**src/rtl/pc_fetch_ctrl_pkg.sv**
```systemverilog
// ---------------------------------------------------------------------------
// pc_fetch_ctrl_pkg : shared widths and fetch-state encodings
// Revision 1.0
// ---------------------------------------------------------------------------
`default_nettype none

package pc_fetch_ctrl_pkg;

  localparam int MEM_SPACE = 16;
  localparam int ISIZE     = 32;

  localparam logic [1:0] FS_RUN   = 2'd0;
  localparam logic [1:0] FS_HOLD  = 2'd1;
  localparam logic [1:0] FS_FLUSH = 2'd2;
  localparam logic [1:0] FS_HALT  = 2'd3;

  typedef enum logic [1:0] {
    ST_RUN   = FS_RUN,
    ST_HOLD  = FS_HOLD,
    ST_FLUSH = FS_FLUSH,
    ST_HALT  = FS_HALT
  } fetch_state_e;

endpackage

`default_nettype wire

```
**src/rtl/pc_fetch_ctrl_if.sv**
```systemverilog
// ---------------------------------------------------------------------------
// pc_fetch_ctrl_if : control inputs and fetch-port outputs of the fetch unit
// Revision 1.0
// ---------------------------------------------------------------------------
`default_nettype none

interface pc_fetch_ctrl_if
  import pc_fetch_ctrl_pkg::*;
#(
  parameter int ADDR_W = MEM_SPACE
);

  logic              stall;
  logic              redirect;
  logic [ADDR_W-1:0] redirect_pc;
  logic              halt;
  logic [ADDR_W-1:0] address;
  logic              PCctrl;
  logic              PChold;
  logic [ADDR_W-1:0] if_pc;
  logic              if_valid;
  logic [ADDR_W-1:0] pc_plus1;

  modport master (
    input  stall, redirect, redirect_pc, halt,
    output address, PCctrl, PChold, if_pc, if_valid, pc_plus1
  );

  modport slave (
    output stall, redirect, redirect_pc, halt,
    input  address, PCctrl, PChold, if_pc, if_valid, pc_plus1
  );

endinterface

`default_nettype wire

```
**src/rtl/pc_fetch_ctrl_flush_counter.sv**
```systemverilog
// ---------------------------------------------------------------------------
// pc_fetch_ctrl_flush_counter : 2-bit loadable down-counter with zero flag
// Revision 1.0
// ---------------------------------------------------------------------------
`default_nettype none

module pc_fetch_ctrl_flush_counter (
  input  logic       clk,
  input  logic       rst,
  input  logic       load,
  input  logic [1:0] load_val,
  input  logic       dec,
  output logic       zero
);

  logic [1:0] count_q;
  logic [1:0] count_d;

  // Load dominates decrement; the counter saturates at zero.
  always_comb begin
    count_d = count_q;
    if (load) begin
      count_d = load_val;
    end else if (dec && (count_q != 2'd0)) begin
      count_d = count_q - 2'd1;
    end
  end

  always_ff @(posedge clk or negedge rst) begin
    if (!rst) begin
      count_q <= 2'd0;
    end else begin
      count_q <= count_d;
    end
  end

  assign zero = (count_q == 2'd0);

endmodule

`default_nettype wire

```
**src/rtl/pc_fetch_ctrl.sv**
```systemverilog
// ---------------------------------------------------------------------------
// pc_fetch_ctrl : PC register and fetch sequencer (stall, redirect, flush, halt)
// Revision 1.0
// ---------------------------------------------------------------------------
`default_nettype none

module pc_fetch_ctrl
  import pc_fetch_ctrl_pkg::*;
#(
  parameter int                ADDR_W       = MEM_SPACE,
  parameter logic [ADDR_W-1:0] RESET_PC     = '0,
  parameter int                FLUSH_CYCLES = 1
) (
  input  logic                  clk,
  input  logic                  rst,
  pc_fetch_ctrl_if.master       bus
);

  localparam logic [1:0]        FLUSH_LOAD = 2'(FLUSH_CYCLES - 1);
  localparam logic [ADDR_W-1:0] PC_ONE     = {{(ADDR_W-1){1'b0}}, 1'b1};

  generate
    if ((FLUSH_CYCLES < 1) || (FLUSH_CYCLES > 3)) begin : g_bad_flush_cycles
      $error("FLUSH_CYCLES must be in 1..3");
    end
  endgenerate

  fetch_state_e      state_q,    state_d;
  logic [ADDR_W-1:0] pc_q,       pc_d;
  logic              pcctrl_q,   pcctrl_d;
  logic              pchold_q,   pchold_d;
  logic [ADDR_W-1:0] if_pc_q,    if_pc_d;
  logic              if_valid_q, if_valid_d;
  logic              cnt_load;
  logic              cnt_dec;
  logic              cnt_zero;

  pc_fetch_ctrl_flush_counter u_flush_counter (
    .clk      (clk),
    .rst      (rst),
    .load     (cnt_load),
    .load_val (FLUSH_LOAD),
    .dec      (cnt_dec),
    .zero     (cnt_zero)
  );

  always_comb begin
    state_d    = state_q;
    pc_d       = pc_q;
    pcctrl_d   = pcctrl_q;
    pchold_d   = pchold_q;
    if_pc_d    = if_pc_q;
    if_valid_d = if_valid_q;
    cnt_load   = 1'b0;
    cnt_dec    = 1'b0;

    if (state_q == ST_HALT) begin
      state_d = ST_HALT;
    end else if (bus.halt) begin
      state_d    = ST_HALT;
      pcctrl_d   = 1'b1;
      pchold_d   = 1'b0;
      if_valid_d = 1'b0;
    end else if (bus.redirect) begin
      // A concurrent stall belongs to a younger, squashed instruction.
      state_d    = ST_FLUSH;
      pc_d       = bus.redirect_pc;
      pcctrl_d   = 1'b1;
      pchold_d   = 1'b0;
      if_valid_d = 1'b0;
      cnt_load   = 1'b1;
    end else begin
      case (state_q)
        ST_RUN: begin
          if (bus.stall) begin
            state_d  = ST_HOLD;
            pchold_d = 1'b1;
          end else begin
            pc_d       = pc_q + PC_ONE;
            if_pc_d    = pc_q;
            if_valid_d = 1'b1;
          end
        end
        ST_HOLD: begin
          if (!bus.stall) begin
            state_d    = ST_RUN;
            pchold_d   = 1'b0;
            pc_d       = pc_q + PC_ONE;
            if_pc_d    = pc_q;
            if_valid_d = 1'b1;
          end
        end
        ST_FLUSH: begin
          // PC stays on the target through the exit edge so it is fetched unmasked.
          if (cnt_zero) begin
            state_d  = ST_RUN;
            pcctrl_d = 1'b0;
          end else begin
            cnt_dec = 1'b1;
          end
        end
        default: begin
          state_d = state_q;
        end
      endcase
    end
  end

  always_ff @(posedge clk or negedge rst) begin
    if (!rst) begin
      state_q    <= ST_RUN;
      pc_q       <= RESET_PC;
      pcctrl_q   <= 1'b0;
      pchold_q   <= 1'b0;
      if_pc_q    <= RESET_PC;
      if_valid_q <= 1'b0;
    end else begin
      state_q    <= state_d;
      pc_q       <= pc_d;
      pcctrl_q   <= pcctrl_d;
      pchold_q   <= pchold_d;
      if_pc_q    <= if_pc_d;
      if_valid_q <= if_valid_d;
    end
  end

  assign bus.address  = pc_q;
  assign bus.PCctrl   = pcctrl_q;
  assign bus.PChold   = pchold_q;
  assign bus.if_pc    = if_pc_q;
  assign bus.if_valid = if_valid_q;
  assign bus.pc_plus1 = pc_q + PC_ONE;

endmodule

`default_nettype wire

```
**src/flat_wrapper.sv**
```systemverilog
// flat-port wrapper written by rule: the top's interface ports become plain ports
module pc_fetch_ctrl_flat import pc_fetch_ctrl_pkg::*;
#(
  parameter int                ADDR_W       = MEM_SPACE,
  parameter logic [ADDR_W-1:0] RESET_PC     = '0,
  parameter int                FLUSH_CYCLES = 1
)
  (clk, rst, bus_stall, bus_redirect, bus_redirect_pc, bus_halt, bus_address, bus_PCctrl, bus_PChold, bus_if_pc, bus_if_valid, bus_pc_plus1);
  pc_fetch_ctrl_if #(.ADDR_W(ADDR_W)) bus_i ();
  input  logic clk;
  input  logic rst;
  input wire logic [$bits(bus_i.stall)-1:0] bus_stall;
  input wire logic [$bits(bus_i.redirect)-1:0] bus_redirect;
  input wire logic [$bits(bus_i.redirect_pc)-1:0] bus_redirect_pc;
  input wire logic [$bits(bus_i.halt)-1:0] bus_halt;
  output wire logic [$bits(bus_i.address)-1:0] bus_address;
  output wire logic [$bits(bus_i.PCctrl)-1:0] bus_PCctrl;
  output wire logic [$bits(bus_i.PChold)-1:0] bus_PChold;
  output wire logic [$bits(bus_i.if_pc)-1:0] bus_if_pc;
  output wire logic [$bits(bus_i.if_valid)-1:0] bus_if_valid;
  output wire logic [$bits(bus_i.pc_plus1)-1:0] bus_pc_plus1;
  assign bus_i.stall = bus_stall;
  assign bus_i.redirect = bus_redirect;
  assign bus_i.redirect_pc = bus_redirect_pc;
  assign bus_i.halt = bus_halt;
  assign bus_address = bus_i.address;
  assign bus_PCctrl = bus_i.PCctrl;
  assign bus_PChold = bus_i.PChold;
  assign bus_if_pc = bus_i.if_pc;
  assign bus_if_valid = bus_i.if_valid;
  assign bus_pc_plus1 = bus_i.pc_plus1;
  pc_fetch_ctrl #(.ADDR_W(ADDR_W), .RESET_PC(RESET_PC), .FLUSH_CYCLES(FLUSH_CYCLES)) u_core (.clk(clk), .rst(rst), .bus(bus_i));
endmodule
```
**config.mk**
```make
export PLATFORM = sky130hd
export DESIGN_NAME = pc_fetch_ctrl_flat
export DESIGN_NICKNAME = d
export VERILOG_FILES = /design/src/rtl/pc_fetch_ctrl_pkg.sv /design/src/rtl/pc_fetch_ctrl_if.sv /design/src/rtl/pc_fetch_ctrl_flush_counter.sv /design/src/rtl/pc_fetch_ctrl.sv /design/src/flat_wrapper.sv
export SDC_FILE = /design/constraint.sdc
export NUM_CORES = 1
export LEC_CHECK = 0
export CELL_PAD_IN_SITES_DETAIL_PLACEMENT = 1
export CELL_PAD_IN_SITES_GLOBAL_PLACEMENT = 2
export CORE_UTILIZATION = 28
export CTS_CLUSTER_DIAMETER = 40
export CTS_CLUSTER_SIZE = 28
export DETAILED_ROUTE_END_ITERATION = 10
export MAX_ROUTING_LAYER = met4
export PLACE_DENSITY = 0.83
export SLEW_MARGIN = 20
export SYNTH_ARGS = -nofsm -noshare
export SYNTH_HDL_FRONTEND = slang
export SYNTH_SLANG_ARGS = --single-unit
```
**constraint.sdc**
```tcl
create_clock -name clk -period 2.2 [get_ports clk]
set_clock_uncertainty 0.05 [all_clocks]
set_input_delay 0.66 -clock clk [delete_from_list [all_inputs] [get_ports clk]]
set_output_delay 0.66 -clock clk [all_outputs]
set_load 0.1 [all_outputs]
```
==> flow_summary.ini <==
[outcome]
status = finished, violations left
violations = setup timing

[final_layout]
seq_area_um2 = 1030
multi_input_area_um2 = 1640
n_fill_cell = 770
syn2layout_area_growth_pct = 103
n_antenna_cell = 0
drive_gt1_frac = 0.493
fin_nets = 395
fin_area_um2 = 4730

[global_route]
grt_pass1_vias = 2545
grt_pass1_wl_um = 13900
antenna_found_initial = 0
grt_usage = 0.217
grt_overflow = 0
grt_max_degree = 32

[clock_tree]
clk_pin_slew_ns = 0.08
cts_root_buffer = clkbuf_8
cts_made_buffers = 5
tritoncts = yes
cts.sinks = 39
clock_latency_ns = 0.30
hold_buffers = 0
htreeDepth = 2
cts_buffer_depth = 2

[floorplanning]
row_count = 32
die_area_um2 = 8700
ioPinCount = 72
start_util = 0.296
die_width_um = 93.3
die_height_um = 93.3
coreArea_um2 = 7890

[yosys]
syn_inst = 237
synth-async-reset-ratio = 1.00
syn-num-nets = 266
netlist_area_um2 = 2330
ys.flop_type = dfrtp_1
synth.yosys.seq_area_share = 0.418
synth-seq-cells = 39
synth_cell_types = 49
synth_edf_count = 0
syn_area_per_cell_um2 = 9.85
ys_warn_count = 0

[setup_path]
critPathMaxFanout = 4
cp.required_ns = 1.49
crit_arrival_ns = 1.87
max_stage_delay_ns = 0.46
cp_slowest_cell = dfrtp_4
critPathLaunchType = flip-flop
worstSetupEndpointType = output pin
path_class = reg2out
crit_chain = nand4_1, buf_4, nor3_4, xor2_4, buf_12

[drt]
drtPass1Iterations = 4
routedWlPerCell_um = 20.0
drcViolationCount = 0
drt_first_iter_violations = 83
routed_wirelength_um = 9390
vias = 2405
antenna_left = 0
via_per_inst = 5.13

[timing]
drv_slew = 0
fmax_mhz = 388
worstMarginPinSlew_ns = 0.790
fin_crit_ns = 2.58
finalCritPeriodShare = 1.17
setup_tns_ns = -3.77
hold_violations = 0
final-setup-viol-count = 14
layout_setup_ws_ns = -0.378
rsz0062_at_grt = yes
slew_headroom = 0.473
hold_ws_ns = 0.378

[placement]
preCtsSetupSlack_ns = -0.232
place.gp.congestion = 0.754
placed_area_um2 = 4310
dp.final_hpwl_um = 6380
portBuffers = 71

[power_and_ir_drop]
leakage_nw = 2.09
ir_drop_mv = 0.368
powerDensity_nw_per_um2 = 505
total_power_mw = 2.39

[worst_hold_path]
hold_class = in2async

[flow_run]
cap_violations = 0
## worst paths after layout
path	start	to	cells past startpoint	slack [ns]
hold reg to reg	u_core.u_flush_counter.count_q[1]$_DFFE_PN0P_	u_core.u_flush_counter.count_q[1]$_DFFE_PN0P_	2	0.44
hold / removal	rst	u_core.bus.address[7]$_DFFE_PN0P_	1	0.38
min in group clk	u_core.u_flush_counter.count_q[1]$_DFFE_PN0P_	u_core.u_flush_counter.count_q[1]$_DFFE_PN0P_	2	0.44
setup / recovery	u_core.bus.address[7]$_DFFE_PN0P_	bus_pc_plus1[11]	5	-0.38
setup reg to reg	u_core.state_q[0]$_DFFE_PN0P_	u_core.bus.address[13]$_DFFE_PN0P_	6	0.15
max in group asynchronous	rst	u_core.bus.if_pc[15]$_DFFE_PN0P_	2	1.11
## area by class of cell
| type | instances | share of cell area |
|---|---|---|
| Sequential cell | 39 | 0.217 |
| Timing Repair Buffer | 139 | 0.381 |
| Multi-Input combinational cell | 168 | 0.348 |
| Tap cell | 102 | 0.0270 |
| Clock buffer | 8 | 0.0169 |
| Inverter | 13 | 0.0103 |
## synthesized netlist by cell type, drive strengths merged, types with 3 or more instances
master | number | area share
inv | 13 | 0.021
clkbuf | 6 | 0.010
or3 | 3 | 0.010
a21oi | 11 | 0.024
nand2 | 12 | 0.019
o22a | 3 | 0.011
o2bb2ai | 3 | 0.011
nor4 | 8 | 0.036
nor2 | 17 | 0.027
nand4 | 5 | 0.016
o22ai | 3 | 0.0080
mux2 | 15 | 0.072
nor3 | 11 | 0.032
xor2 | 7 | 0.026
dfrtp | 39 | 0.42
xnor2 | 7 | 0.026
a211oi | 3 | 0.0097
o21ai | 13 | 0.029
and3 | 4 | 0.011
mux2i | 3 | 0.013
buf | 11 | 0.025
o21a | 5 | 0.016
nand3 | 10 | 0.024
ha | 8 | 0.043
## power by group
| group | leakage (nW) | internal [mW] | total (mW) | switching, mW |
|---|---|---|---|---|
| logic | 1.57 | 0.418 | 1.08 | 0.660 |
| registers | 0.481 | 0.763 | 0.818 | 0.0559 |
| clock network | 0.0395 | 0.226 | 0.492 | 0.267 |
| total | 2.09 | 1.41 | 2.39 | 0.983 |
## metrics by stage
stage | cells | util
2_1_floorplan | 237 | -
3_3_place_gp | 433 | 0.546
3_5_place_dp | 433 | 0.546
4_1_cts | 451 | 0.571
5_1_grt | 469 | 0.599
6_report | 469 | 0.599
## critical path: cells and delay by family (launching register included)
family                 cells  cell delay (ns)
AND/OR/NAND/NOR            2             0.49
flip-flops                 1             0.46
buffers and inverters      2             0.41
XOR/XNOR                   1             0.20
## metal layers
metal  part of all wire  track usage  up-vias  wire (um)
li1                   -            -     1106          -
met1               0.38        0.242     1220       3610
met2               0.57        0.390       63       5310
met3              0.029       0.0325       16        276
met4              0.021       0.0821        0        193
met5                  0            -        -          0
## logic make-up after synthesis
group / after synthesis / synth area share
buf+inv: 30 / 0.0558
flops: 39 / 0.418
compound gates: 53 / 0.156
simple gates: 75 / 0.190
xor+xnor: 14 / 0.0525
mux: 18 / 0.0853
fa+ha+maj: 8 / 0.0429
## sequential cells by signal, summed over array words and instances (netlist names)
signal / cells
u_core.bus.if_pc: 16
u_core.bus.PChold: 1
u_core.bus.address: 16
u_core.bus.PCctrl: 1
u_core.u_flush_counter.count_q: 2
u_core.state_q: 2
u_core.bus.if_valid: 1
## repair_timing
action | CTS | global route
pin swaps | 6 | 16
hold endpoints to repair | 0 | 0
resized for setup | 7 | 18
setup endpoints to repair | 13 | 14
buffers inserted | 10 | 18
## placed cells by master, fill, tap and decap left out, drive strengths merged, types with 4 or more instances in the layout
cell type / synthesis / routed
nor2: 17 / 17
nor3: 11 / 11
ha: 8 / 8
nand3: 10 / 10
xnor2: 7 / 7
o21ai: 13 / 13
mux2: 15 / 15
clkbuf: 6 / 8
nand4: 5 / 5
clkdlybuf4s50: 0 / 19
dfrtp: 39 / 39
nor4: 8 / 8
buf: 11 / 120
xor2: 7 / 7
nand2: 12 / 12
and3: 4 / 4
o21a: 5 / 5
inv: 13 / 13
a21oi: 11 / 11
Note: power is estimated with default switching activity, not from simulation.
